==> src/rtl/rv32i_dmem_ctrl.sv <==
// rv32i_dmem_ctrl: M-stage load/store sequencer onto a req/gnt/rvalid bus.
// Optional WAIT watchdog with bus_error pulse: define DMEM_CTRL_TIMEOUT_EN.
module rv32i_dmem_ctrl #(
  parameter int ADDR_WIDTH     = 32,
  parameter int DATA_WIDTH     = 32,
  parameter int TIMEOUT_CYCLES = 64
) (
  input  logic                  clk,
  input  logic                  rst,
  input  logic                  mem_txn_M,
  input  logic                  mem_write_M,
  input  logic [2:0]            width_type_M,
  input  logic [ADDR_WIDTH-1:0] addr_M,
  input  logic [DATA_WIDTH-1:0] wdata_M,
  input  logic                  flush_M,
  output logic                  stall_M,
  output logic [DATA_WIDTH-1:0] load_data_M,
  output logic                  load_valid_M,
  output logic                  misaligned_M,
  output logic                  bus_req,
  output logic                  bus_we,
  output logic [ADDR_WIDTH-1:0] bus_addr,
  output logic [DATA_WIDTH-1:0] bus_wdata,
  output logic [3:0]            bus_be,
  input  logic                  bus_gnt,
  input  logic                  bus_rvalid,
  input  logic [DATA_WIDTH-1:0] bus_rdata,
  output logic                  bus_error
);

  // width_type[1:0] selects size, width_type[2] marks unsigned loads
  localparam logic [1:0] SZ_BYTE = 2'b00;
  localparam logic [1:0] SZ_HALF = 2'b01;

  typedef enum logic [1:0] {
    S_IDLE,
    S_REQ,
    S_WAIT,
    S_DONE
  } state_t;

  state_t                state_q, state_d;
  logic [ADDR_WIDTH-1:0] addr_q, addr_d;
  logic                  we_q, we_d;
  logic [3:0]            be_q, be_d;
  logic [DATA_WIDTH-1:0] wdata_q, wdata_d;
  logic [1:0]            off_q, off_d;
  logic [2:0]            wt_q, wt_d;
  logic                  kill_q, kill_d;
  logic [DATA_WIDTH-1:0] ldata_q, ldata_d;
  logic                  lvalid_q, lvalid_d;

  logic                  is_byte, is_half, is_word;
  logic                  mis, accept, rsp;
  logic [3:0]            be_new;
  logic [DATA_WIDTH-1:0] wdata_new;
  logic [DATA_WIDTH-1:0] rsh, ext;

`ifdef DMEM_CTRL_TIMEOUT_EN
  localparam int CW = $clog2(TIMEOUT_CYCLES + 1);
  logic [CW-1:0] cnt_q, cnt_d;
  logic          err_q, err_d;
`endif

  // Decode the incoming M-stage request: alignment, lanes, store data
  always_comb begin
    is_byte   = (width_type_M[1:0] == SZ_BYTE);
    is_half   = (width_type_M[1:0] == SZ_HALF);
    is_word   = !is_byte && !is_half;
    mis       = (is_half && addr_M[0]) ||
                (is_word && (addr_M[1:0] != 2'b00));
    accept    = (state_q == S_IDLE) && mem_txn_M &&
                !mis && !flush_M;
    be_new    = 4'b1111;
    wdata_new = wdata_M;
    if (is_byte) begin
      be_new    = 4'b0001 << addr_M[1:0];
      wdata_new = {4{wdata_M[7:0]}};
    end else if (is_half) begin
      be_new    = 4'b0011 << addr_M[1:0];
      wdata_new = {2{wdata_M[15:0]}};
    end
  end

  // Pull the addressed lane down to bit 0 and extend it
  always_comb begin
    rsh = bus_rdata >> {off_q, 3'b000};
    ext = rsh;
    if (wt_q[1:0] == SZ_BYTE) begin
      ext = {{24{rsh[7] & ~wt_q[2]}}, rsh[7:0]};
    end else if (wt_q[1:0] == SZ_HALF) begin
      ext = {{16{rsh[15] & ~wt_q[2]}}, rsh[15:0]};
    end
  end

  // Next-state logic and request/response bookkeeping
  always_comb begin
    state_d  = state_q;
    addr_d   = addr_q;
    we_d     = we_q;
    be_d     = be_q;
    wdata_d  = wdata_q;
    off_d    = off_q;
    wt_d     = wt_q;
    kill_d   = kill_q;
    ldata_d  = ldata_q;
    lvalid_d = 1'b0;
    rsp      = 1'b0;
`ifdef DMEM_CTRL_TIMEOUT_EN
    cnt_d    = '0;
    err_d    = 1'b0;
`endif
    unique case (state_q)
      S_IDLE: begin
        if (accept) begin
          state_d = S_REQ;
          addr_d  = {addr_M[ADDR_WIDTH-1:2], 2'b00};
          we_d    = mem_write_M;
          be_d    = be_new;
          wdata_d = wdata_new;
          off_d   = addr_M[1:0];
          wt_d    = width_type_M;
          kill_d  = 1'b0;
        end
      end
      S_REQ: begin
        kill_d = kill_q | flush_M;
        if (bus_gnt) begin
          if (bus_rvalid) rsp = 1'b1;
          else state_d = S_WAIT;
        end
      end
      S_WAIT: begin
        kill_d = kill_q | flush_M;
        if (bus_rvalid) begin
          rsp = 1'b1;
        end
`ifdef DMEM_CTRL_TIMEOUT_EN
        else if (cnt_q == CW'(TIMEOUT_CYCLES - 1)) begin
          state_d = S_DONE;
          err_d   = 1'b1;
        end else begin
          cnt_d = cnt_q + CW'(1);
        end
`endif
      end
      S_DONE: begin
        state_d = S_IDLE;
        kill_d  = 1'b0;
      end
      default: state_d = S_IDLE;
    endcase
    if (rsp) begin
      state_d = S_DONE;
      if (!we_q && !kill_d) begin
        ldata_d  = ext;
        lvalid_d = 1'b1;
      end
    end
  end

  // State and bus/response registers, cleared asynchronously
  always_ff @(posedge clk or posedge rst) begin
    if (rst) begin
      state_q  <= S_IDLE;
      addr_q   <= '0;
      we_q     <= 1'b0;
      be_q     <= '0;
      wdata_q  <= '0;
      off_q    <= '0;
      wt_q     <= '0;
      kill_q   <= 1'b0;
      ldata_q  <= '0;
      lvalid_q <= 1'b0;
`ifdef DMEM_CTRL_TIMEOUT_EN
      cnt_q    <= '0;
      err_q    <= 1'b0;
`endif
    end else begin
      state_q  <= state_d;
      addr_q   <= addr_d;
      we_q     <= we_d;
      be_q     <= be_d;
      wdata_q  <= wdata_d;
      off_q    <= off_d;
      wt_q     <= wt_d;
      kill_q   <= kill_d;
      ldata_q  <= ldata_d;
      lvalid_q <= lvalid_d;
`ifdef DMEM_CTRL_TIMEOUT_EN
      cnt_q    <= cnt_d;
      err_q    <= err_d;
`endif
    end
  end

  assign stall_M      = accept || (state_q == S_REQ) ||
                        (state_q == S_WAIT);
  assign misaligned_M = (state_q == S_IDLE) && mem_txn_M && mis;
  assign bus_req      = (state_q == S_REQ);
  assign bus_we       = we_q;
  assign bus_addr     = addr_q;
  assign bus_wdata    = wdata_q;
  assign bus_be       = be_q;
  assign load_data_M  = ldata_q;
  assign load_valid_M = lvalid_q;

`ifdef DMEM_CTRL_TIMEOUT_EN
  assign bus_error = err_q;
`else
  logic unused_timeout;
  assign unused_timeout = |TIMEOUT_CYCLES;
  assign bus_error      = 1'b0;
`endif

endmodule

==> config.mk <==
export PLATFORM = sky130hd
export DESIGN_NAME = rv32i_dmem_ctrl
export DESIGN_NICKNAME = d
export VERILOG_FILES = /design/src/rtl/rv32i_dmem_ctrl.sv
export SDC_FILE = /design/constraint.sdc
export NUM_CORES = 1
export LEC_CHECK = 0
export BUFFER_PORTS_ARGS = -buffer_cell sky130_fd_sc_hd__buf_2
export CORE_AREA = 2 2 109 122
export CTS_CLUSTER_DIAMETER = 60
export DETAILED_ROUTE_END_ITERATION = 7
export DIE_AREA = 0 0 111 124
export PLACE_DENSITY = 0.78
export SKIP_CTS_REPAIR_TIMING = 1
export SLEW_MARGIN = 20
export SYNTH_ARGS = -nofsm -noshare
export SYNTH_HDL_FRONTEND = slang
export SYNTH_SLANG_ARGS = --single-unit
==> constraint.sdc <==
create_clock -name clk -period 3.31 [get_ports clk]
set_clock_uncertainty 0.05 [all_clocks]
set_input_delay 0.662 -clock clk [delete_from_list [all_inputs] [get_ports clk]]
set_output_delay 0.662 -clock clk [all_outputs]
set_load 0.05 [all_outputs]
==> impl_metrics.toml, run 1 <==
[synth]
synthMuxAreaShare_pct = 13.7
syn-instance-count = 567
ys_seq_area_share_pct = 49.7
synth-compound-area-share_pct = 13.0
synth_commonest_cells = "nand2_1, dfrtp_1, mux2i_1"
synth_cell_types = 43
yosysWarnings = 0
synth.area.top_cells = "dfrtp_1, nand2_1, mux2i_1"
syn_area_per_cell_um2 = 9.59
yosysTopAreaCell = "dfrtp_1"
yosys.area_share.adder_pct = 2.07
synth_top_family_by_area = "simple AND/OR/NAND/NOR gates"
yosysMostFrequentCell = "nand2_1"
ys_seq_elements = 108
synthSimpleGateAreaFrac_pct = 16.3
postSynth.asyncResetShare_pct = 100
synth_top_flop_cell = "dfrtp_1"
synthesis.area_um2 = 5440
synth_edf_count = 0
yosysTopAreaCellShare_pct = 49.7
synth_xor_area_share_pct = 0

[timing]
fin_crit_sh_pct = 84.2
slew-limit-headroom_pct = 51.9
grt_setup_unrepaired = "false"
fin_setup_tns_ns = 0
worst_slew_pin_slew_ns = 0.719
final-setup-viol-count = 0
min_period_ns = 2.79
drv_slew = 0
finalHoldViolations = 0
max_freq_mhz = 359

[job]
cap_violations = 0

[setup_path]
startpoint = "addr_M[0]"
cp_top_family = "simple AND/OR/NAND/NOR gates"
reg2reg_from = "state_q[0]"
crit_type = "primary input to primary output"
critPathLaunchType = "primary input"
rrSetupSlack_ns = 0.94
cp-end-kind = "primary output"
endpoint = "stall_M"
reg2reg_to = "load_data_M[12]"
cp_common_cell = "buf_2"
slowest_delay_ns = 0.29
crit_fanout = 5
crit_arrival_ns = 2.08
cp.required_ns = 2.60
slowest_stage = "or3_1"
worstSetupPathDepth = 7
reg2reg_depth = 7
cp_num_buf_inv = 3
cp_cell_sequence = "buf_2 -> inv_1 -> ha_1 -> nand2b_1 -> and3_1 -> or3_1 -> buf_2"

[clock_tree]
cts.sinks = 108
clk_latency_ns = 0.34
clock_path_buffers = 2
cts_buffers = 9
clk_pin_slew_ns = 0.07
cts_tree = "done"
cts_root_buffer = "clkbuf_16"
htree_levels = 3

[route]
vias_per_cell = 5.05
drc_errors = 0
detail-route-antenna-nets = 0
routed_wl_mm = 14.0
vias = 4663
avgRoutedWirePerCell_um = 15.2
drt_iter0_drc = 295
dr.pass1.iters = 4

[final_layout]
drive_above_1_share_pct = 34.6
area_delta_synth_final_pct = 27.4
num-nets-final = 874
layoutNonFillerInstCount = 923
num-fill-cells = 1157

[placed_design]
place_congestion = 0.843
place_inst = 905
io_buffers = 208
dpl.hpwl_mm = 10.5

[global_routing]
grt_overflow = 0
grt_antenna_before_repair = 2
grt_pass1_vias = 4443
grt_usage_pct = 20.4
grt_start_max_net_pins = 84
grt_pass1_wl_mm = 22.4

[pwr]
ir_drop_uv = 748
leakagePower_nw = 3.70
power_density_nw_per_um2 = 1160
total_power_mw = 8.04

[floorplanning]
core_area_um2 = 12400
die-area_um2 = 13800
io_pins = 212
start_util_pct = 43.7
die_y_um = 124
rows = 43
die_w_um = 111

[worst_hold_path]
hold_path_class = "primary input to async pin"

[outcome]
status = "completed"
## worst min-delay path by stage
stage,end,from,cells after the start
floorplan,wt_q[2],wt_q[2],2
global placement,bus_wdata[7],bus_wdata[7],2
detailed placement,bus_addr[11],bus_addr[11],2
CTS,load_data_M[13],rst,2
global route,load_data_M[12],rst,2
finish,load_data_M[12],rst,2
## report_power, final
part           leakage [nW]  switching (mW)  internal, mW
clock                 0.153           0.501         0.615
combinational          2.21            3.39          1.21
sequential             1.34           0.377          1.94
## flip-flops by register name (all words and copies together) (netlist names)
name,count
off_q,2
bus_be,4
bus_wdata,32
bus_we,1
load_data_M,32
bus_addr,30
load_valid_M,1
wt_q,3
kill_q,1
state_q,2
## stage by stage
step / hold WS [ns] / area (µm²) / worst slack [ns] / util, %
global placement: 0.403 / 6610 / 0.545 / 53.2
CTS: 0.394 / 6920 / 0.514 / 55.7
floorplan: 0.401 / 5450 / 0.701 / -
finish: 0.378 / 6930 / 0.522 / 55.7
detailed placement: 0.409 / 6610 / 0.515 / 53.2
global route: 0.423 / 6920 / 0.426 / 55.7
## worst register-to-register path: stages (launching register included)
cell	delay, ns
dfrtp_1	0.41
inv_1	0.10
ha_1	0.39
nand2_1	0.09
nor3_1	0.30
o21ai_4	0.17
inv_4	0.33
mux2_2	0.41
## layout by cell type, fill, tap and decap left out, types with 2 or more instances in the layout
master     Yosys  routed
a211oi_1      17      17
a21oi_1       28      28
a2bb2oi_1      7       7
a32oi_1        8       8
buf_12         0       2
buf_2          5     208
buf_4          4       7
clkbuf_16      0       9
clkinv_4       0       2
conb_1         1       3
dfrtp_1      108     108
diode_2        0       2
ha_1           9       9
inv_1         24      23
inv_6          0       2
mux2_2         6       6
mux2_4        11      11
mux2i_1       49      49
nand2_1      157     157
nand2b_1       3       3
nand3b_1       2       2
nor2_1        23      23
nor2b_1       13      13
o21ai_0       40      40
or2_2          3       3
## kinds of logic after synthesis
family | count (synthesis)
simple gates | 210
compound gates | 109
flops | 108
mux | 67
buf+inv | 63
fa+ha+maj | 9
other cells | 1
## metal layers
| metal | track usage (%) | up-vias | share of wire (%) |
|---|---|---|---|
| met2 | 33.0 | 165 | 47 |
| li1 | - | 2292 | - |
| met1 | 27.2 | 2183 | 43 |
| met5 | 0 | - | 0 |
| met3 | 3.75 | 23 | 6.9 |
| met4 | 8.67 | 0 | 2.4 |
## area by class of cell
type	count	area [µm²]	area share, %
diodes	2	5.00	0.0723
clock buffers	10	239	3.45
clock inverters	6	70.1	1.01
inverters	25	100	1.45
multi-input cells	398	2480	35.8
flip-flops and latches	108	2700	39.0
well taps	157	196	2.84
repair buffers	217	1130	16.4
Power figures use the tool's default switching activity.
==> run 2, diff against run 1 <==
--- a/config.mk
+++ b/config.mk
@@ -5,12 +5,13 @@
 export SDC_FILE = /design/constraint.sdc
 export NUM_CORES = 1
 export LEC_CHECK = 0
+export ABC_AREA = 1
 export BUFFER_PORTS_ARGS = -buffer_cell sky130_fd_sc_hd__buf_2
-export CORE_AREA = 2 2 109 122
+export CORE_AREA = 2 2 103 115
 export CTS_CLUSTER_DIAMETER = 60
 export DETAILED_ROUTE_END_ITERATION = 7
-export DIE_AREA = 0 0 111 124
-export PLACE_DENSITY = 0.78
+export DIE_AREA = 0 0 105 117
+export PLACE_DENSITY = 0.82
 export SKIP_CTS_REPAIR_TIMING = 1
 export SLEW_MARGIN = 20
 export SYNTH_ARGS = -nofsm -noshare
==> constraint.sdc (replaced) <==
create_clock -name clk -period 2.7 [get_ports clk]
set_clock_uncertainty 0.05 [all_clocks]
set_input_delay 0.54 -clock clk [delete_from_list [all_inputs] [get_ports clk]]
set_output_delay 0.54 -clock clk [all_outputs]
set_load 0.05 [all_outputs]
==> run 2 against run 1 <==
Cell area is 2.5% lower. Synthesized cell count is 21% higher. Critical path type is now flip-flop to primary output. Global-route usage is 3.6 points higher. Die area is 11% lower. First-iteration DRC count is 20% higher. Critical endpoint unchanged. Largest power group unchanged. Cell count is 12% higher. Core utilization is 4.7 points higher. Highest routed layer unchanged. Clock power is 19% higher.
==> impl_metrics.toml, run 2 <==
[outcome]
status = "completed"

[timing]
drv_slew = 0
min_period_ns = 2.44
fin_ws_ns = 0.260
worst_slew_pin_slew_ns = 0.577
slew-limit-headroom_pct = 61.5
finalHoldViolations = 0
fin_setup_tns_ns = 0
fin_crit_sh_pct = 90.4
final-setup-viol-count = 0
grt_setup_unrepaired = "false"
max_freq_mhz = 410

[pwr]
ir_drop_uv = 976
leakagePower_nw = 3.81
power_density_nw_per_um2 = 1430
pwr-share-comb_pct = 57.5
intPower_mw = 4.44
switchingPower_mw = 5.25
p_sw_share_pct = 54.2
clock_power_share_pct = 13.7
seqPwrFrac_pct = 28.8

[route]
drc_errors = 0
dr.pass1.iters = 4
routed_wl_mm = 14.3
drt_iter0_drc = 353
vias = 5152
vias_per_cell = 4.99
avgRoutedWirePerCell_um = 13.9
detail-route-antenna-nets = 0

[global_routing]
grt_antenna_before_repair = 0
grt_use_met2_pct = 41.4
grt_overflow = 0
busiest_layer = "met2"
grt_start_max_net_pins = 109
grt_pass1_wl_mm = 23.2
grt_pass1_vias = 4826
grtUsageMet1_pct = 29.3
use_met3_pct = 7.09
grt_usage_pct = 24.0

[synth]
yosysTopAreaCellShare_pct = 50.7
synthesis.area_um2 = 5330
syn-instance-count = 688
synth_commonest_cells = "nand2_1, dfrtp_1, nor2_1"
ys_seq_elements = 108
postSynth.asyncResetShare_pct = 100
ys_seq_area_share_pct = 50.7
synth_top_flop_cell = "dfrtp_1"
synth_cell_types = 30
syn_area_per_cell_um2 = 7.75
synth.area.top_cells = "dfrtp_1, nand2_1, o21ai_0"
yosysTopAreaCell = "dfrtp_1"
synth_edf_count = 0
yosysWarnings = 0
yosysMostFrequentCell = "nand2_1"

[clock_tree]
clk_pin_slew_ns = 0.07
clock_path_buffers = 2
cts_root_buffer = "clkbuf_16"
cts_tree = "done"
clk_latency_ns = 0.34
htree_levels = 3
cts.sinks = 108
cts_buffers = 9

[floorplanning]
start_util_pct = 47.7
die_w_um = 105
core_area_um2 = 11200
die-area_um2 = 12300
rows = 41
io_pins = 212
die_y_um = 117

[final_layout]
num-nets-final = 993
final_cell_mix = "nand2_1, buf_2, dfrtp_1"
num-fill-cells = 1086
utilization_pct = 60.4
drive_above_1_share_pct = 28.7
regArea_um2 = 2700
area_delta_synth_final_pct = 26.6
layout_commonest_cell = "nand2_1"
antenna_cells = 0
multi_input_area_um2 = 2320

[job]
cap_violations = 0

[setup_path]
cp-end-kind = "primary output"
cp.required_ns = 2.11
crit_type = "flip-flop to primary output"
rrSetupSlack_ns = 0.65
critPathLaunchType = "flip-flop"
crit_fanout = 11
crit_arrival_ns = 1.85

[worst_hold_path]
hold_path_class = "primary input to async pin"

[placed_design]
io_buffers = 208
place_ws_ns = 0.406
dpl.hpwl_mm = 10.6
place_congestion = 0.898
==> run 2: cell types whose count changed after synthesis, sizes merged, moves of 24 or more <==
cell / change
nand2: +148
o21ai: +24
nand3: +24
mux2i: -49
nor2: +29
==> run 2: path summary, 6_finish.rpt <==
kind                              from         endpoint  cells after the start
setup / recovery            state_q[0]          stall_M                      7
hold / removal                     rst    bus_wdata[22]                      3
setup reg to reg            state_q[0]  load_data_M[31]                     10
hold reg to reg            bus_addr[6]      bus_addr[6]                      2
max in group asynchronous          rst       state_q[1]                      3
min in group clk            addr_M[30]     bus_addr[30]                      3
==> run 2: power groups by stage <==
stage               clock [mW]  sequential, mW  combinational (mW)
CTS                       1.36            2.79                5.61
global placement             0            2.79                5.53
global route              1.44            2.89                6.05
finish                    1.33            2.79                5.57
detailed placement           0            2.79                5.61
floorplan                    0            5.19                1.93
==> run 2: per-layer routing <==
| metal | vias up | part of all wire (%) |
|---|---|---|
| met5 | - | 0 |
| met4 | 0 | 1.4 |
| met3 | 18 | 9.1 |
| met2 | 222 | 49 |
| met1 | 2353 | 41 |
| li1 | 2559 | - |
==> run 2: area by class of cell <==
type,instances,area share [%]
sequential,108,40.0
clock buffer,10,3.54
tap,150,2.78
multi-input combinational,513,34.3
inverter,29,1.67
clock inverter,5,0.908
timing repair buffer,217,16.8
==> run 2: through the flow <==
stage | instance area [µm²] | hold slack (ns) | instances | total power, mW
floorplan | 5350 | 0.422 | 690 | 7.12
global placement | 6450 | 0.409 | 1017 | 8.33
detailed placement | 6450 | 0.411 | 1017 | 8.40
CTS | 6760 | 0.328 | 1032 | 9.76
global route | 6760 | 0.337 | 1032 | 10.4
finish | 6760 | 0.289 | 1032 | 9.69
==> run 2: kinds of logic (layout without fill, tap and decap cells) <==
kind of cell    Yosys count  after routing  synth area share (%)
other cells               1              3                0.0703
buf+inv                  69            261                  6.01
compound gates          108            108                  11.5
simple gates            393            393                  29.6
flops                   108            108                  50.7
fa+ha+maj                 9              9                  2.11
==> run 2: critical path: stages (launching register included) <==
cell     delay, ns
dfrtp_1       0.42
inv_1         0.12
ha_1          0.20
nand2_1       0.12
nor2_4        0.13
nand3_4       0.15
nand3_1       0.10
buf_2         0.26
==> run 3, diff against run 2 <==
==> constraint.sdc (replaced) <==
create_clock -name clk -period 2.7 [get_ports clk]
set_clock_uncertainty 0.05 [all_clocks]
set_input_delay 0.675 -clock clk [delete_from_list [all_inputs] [get_ports clk]]
set_output_delay 0.675 -clock clk [all_outputs]
set_load 0.05 [all_outputs]
==> run 3 against run 2 <==
Clock power increased by 6%. Register-to-register slack lost 0.08 ns. Power up 1.1%. Core utilization rose by 0.45 points. Cell count rose by 0.29%. Setup slack worse by 0.055 ns. Sequential share of layout area decreased by 0.29 points. Critical path depth did not move. Non-clock buffer count increased by 2. Via count rose by 1.4%. Combinational power hardly changed. Sequential power hardly changed. Critical endpoint unchanged. Largest cell class unchanged. Largest power group unchanged.
==> impl_metrics.toml, run 3 (synthesis results as in run 2) <==
[clock_tree]
cts_root_buffer = "clkbuf_16"
clk_latency_ns = 0.35
clk_pin_slew_ns = 0.07
cts.sinks = 108
cts_buffers = 9
cts_tree = "done"
clock_path_buffers = 2
htree_levels = 3

[final_layout]
final_cell_mix = "nand2_1, buf_2, dfrtp_1"
utilization_pct = 60.9
drive_above_1_share_pct = 28.9
regArea_um2 = 2700
num-nets-final = 995
layout_commonest_cell = "nand2_1"
multi_input_area_um2 = 2320
antenna_cells = 0
num-fill-cells = 1029
layoutNonFillerInstCount = 1035
area_delta_synth_final_pct = 27.6

[timing]
fin_crit_sh_pct = 92.4
finalHoldViolations = 0
max_freq_mhz = 401
worst_slew_pin_slew_ns = 0.592
min_period_ns = 2.50
grt_setup_unrepaired = "false"
drv_slew = 0
fin_ws_ns = 0.205
fin_setup_tns_ns = 0
final-setup-viol-count = 0
slew-limit-headroom_pct = 60.5

[pwr]
clock_power_share_pct = 14.4
intPower_mw = 4.50
power_density_nw_per_um2 = 1440
switchingPower_mw = 5.29
p_sw_share_pct = 54.0
pwr-share-comb_pct = 57.1
leakagePower_nw = 3.83
ir_drop_uv = 1030
seqPwrFrac_pct = 28.5

[global_routing]
grt_start_max_net_pins = 109
grt_usage_pct = 24.7
grt_antenna_before_repair = 0
grt_pass1_vias = 4908
grt_pass1_wl_mm = 23.9
grt_overflow = 0

[placed_design]
dpl.hpwl_mm = 10.7
place_inst = 1019
place_ws_ns = 0.204
place_congestion = 0.929
io_buffers = 208

[route]
routed_wl_mm = 14.9
dr.pass1.iters = 5
drc_errors = 0
detail-route-antenna-nets = 0
vias = 5226
drt_iter0_drc = 309
avgRoutedWirePerCell_um = 14.4
vias_per_cell = 5.05

[setup_path]
crit_type = "flip-flop to primary output"
reg2reg_to = "load_data_M[19]"
endpoint = "stall_M"
reg2reg_from = "state_q[0]"
crit_fanout = 4
critPathLaunchType = "flip-flop"
rrSetupSlack_ns = 0.57
startpoint = "state_q[0]"
reg2reg_depth = 11
cp-end-kind = "primary output"
crit_arrival_ns = 1.77
cp.required_ns = 1.98

[floorplanning]
start_util_pct = 47.7
io_pins = 212
rows = 41
die-area_um2 = 12300
core_area_um2 = 11200
die_y_um = 117
die_w_um = 105

[worst_hold_path]
hold_path_class = "primary input to async pin"

[job]
cap_violations = 0

[outcome]
status = "completed"
run 3: layout make-up:
class	count	area share, %
Multi-Input combinational cell	513	34.1
Inverter	29	1.65
Sequential cell	108	39.7
Clock inverter	4	0.791
Tap cell	150	2.76
Clock buffer	12	3.92
Timing Repair Buffer	219	17.1
run 3: worst min-delay path by stage:
| stage | to | cells after the start | slack (ns) | from |
|---|---|---|---|---|
| after detailed placement | bus_addr[29] | 2 | 0.41 | bus_addr[29] |
| after CTS | load_data_M[16] | 2 | 0.43 | load_data_M[16] |
| after global placement | bus_wdata[2] | 2 | 0.41 | bus_wdata[2] |
| after floorplan | wt_q[2] | 2 | 0.42 | wt_q[2] |
| final | bus_wdata[22] | 3 | 0.41 | rst |
| after global routing | load_data_M[29] | 3 | 0.45 | rst |
run 3: critical path, stage by stage (launching register included):
cell,delay (ns)
dfrtp_1,0.42
inv_1,0.12
ha_1,0.22
nand2_1,0.13
nor2_4,0.14
nand3_4,0.07
nand3_1,0.07
buf_2,0.26
run 3: routing by layer:
layer / vias up / global-route usage (%) / part of all wire [%]
met5: - / 0 / 0
met4: 0 / 10.6 / 2.3
met3: 27 / 6.26 / 8.5
met2: 237 / 40.7 / 48
met1: 2406 / 31.3 / 41
li1: 2556 / - / -
run 3: power groups by stage:
stage               Clock [mW]  Sequential, mW  Combinational [mW]
detailed placement           0            2.79                5.63
floorplan                    0            5.19                1.93
finish                    1.41            2.79                5.59
CTS                       1.43            2.79                5.62
global placement             0            2.80                5.54
global route              1.52            2.89                6.04
run 3: metrics by stage:
step                hold slack, ns  instance area [µm²]  power (mW)
floorplan                    0.422                 5350        7.12
global placement             0.408                 6480        8.34
detailed placement           0.409                 6480        8.42
CTS                          0.429                 6810        9.84
global route                 0.448                 6810        10.4
finish                       0.409                 6810        9.79
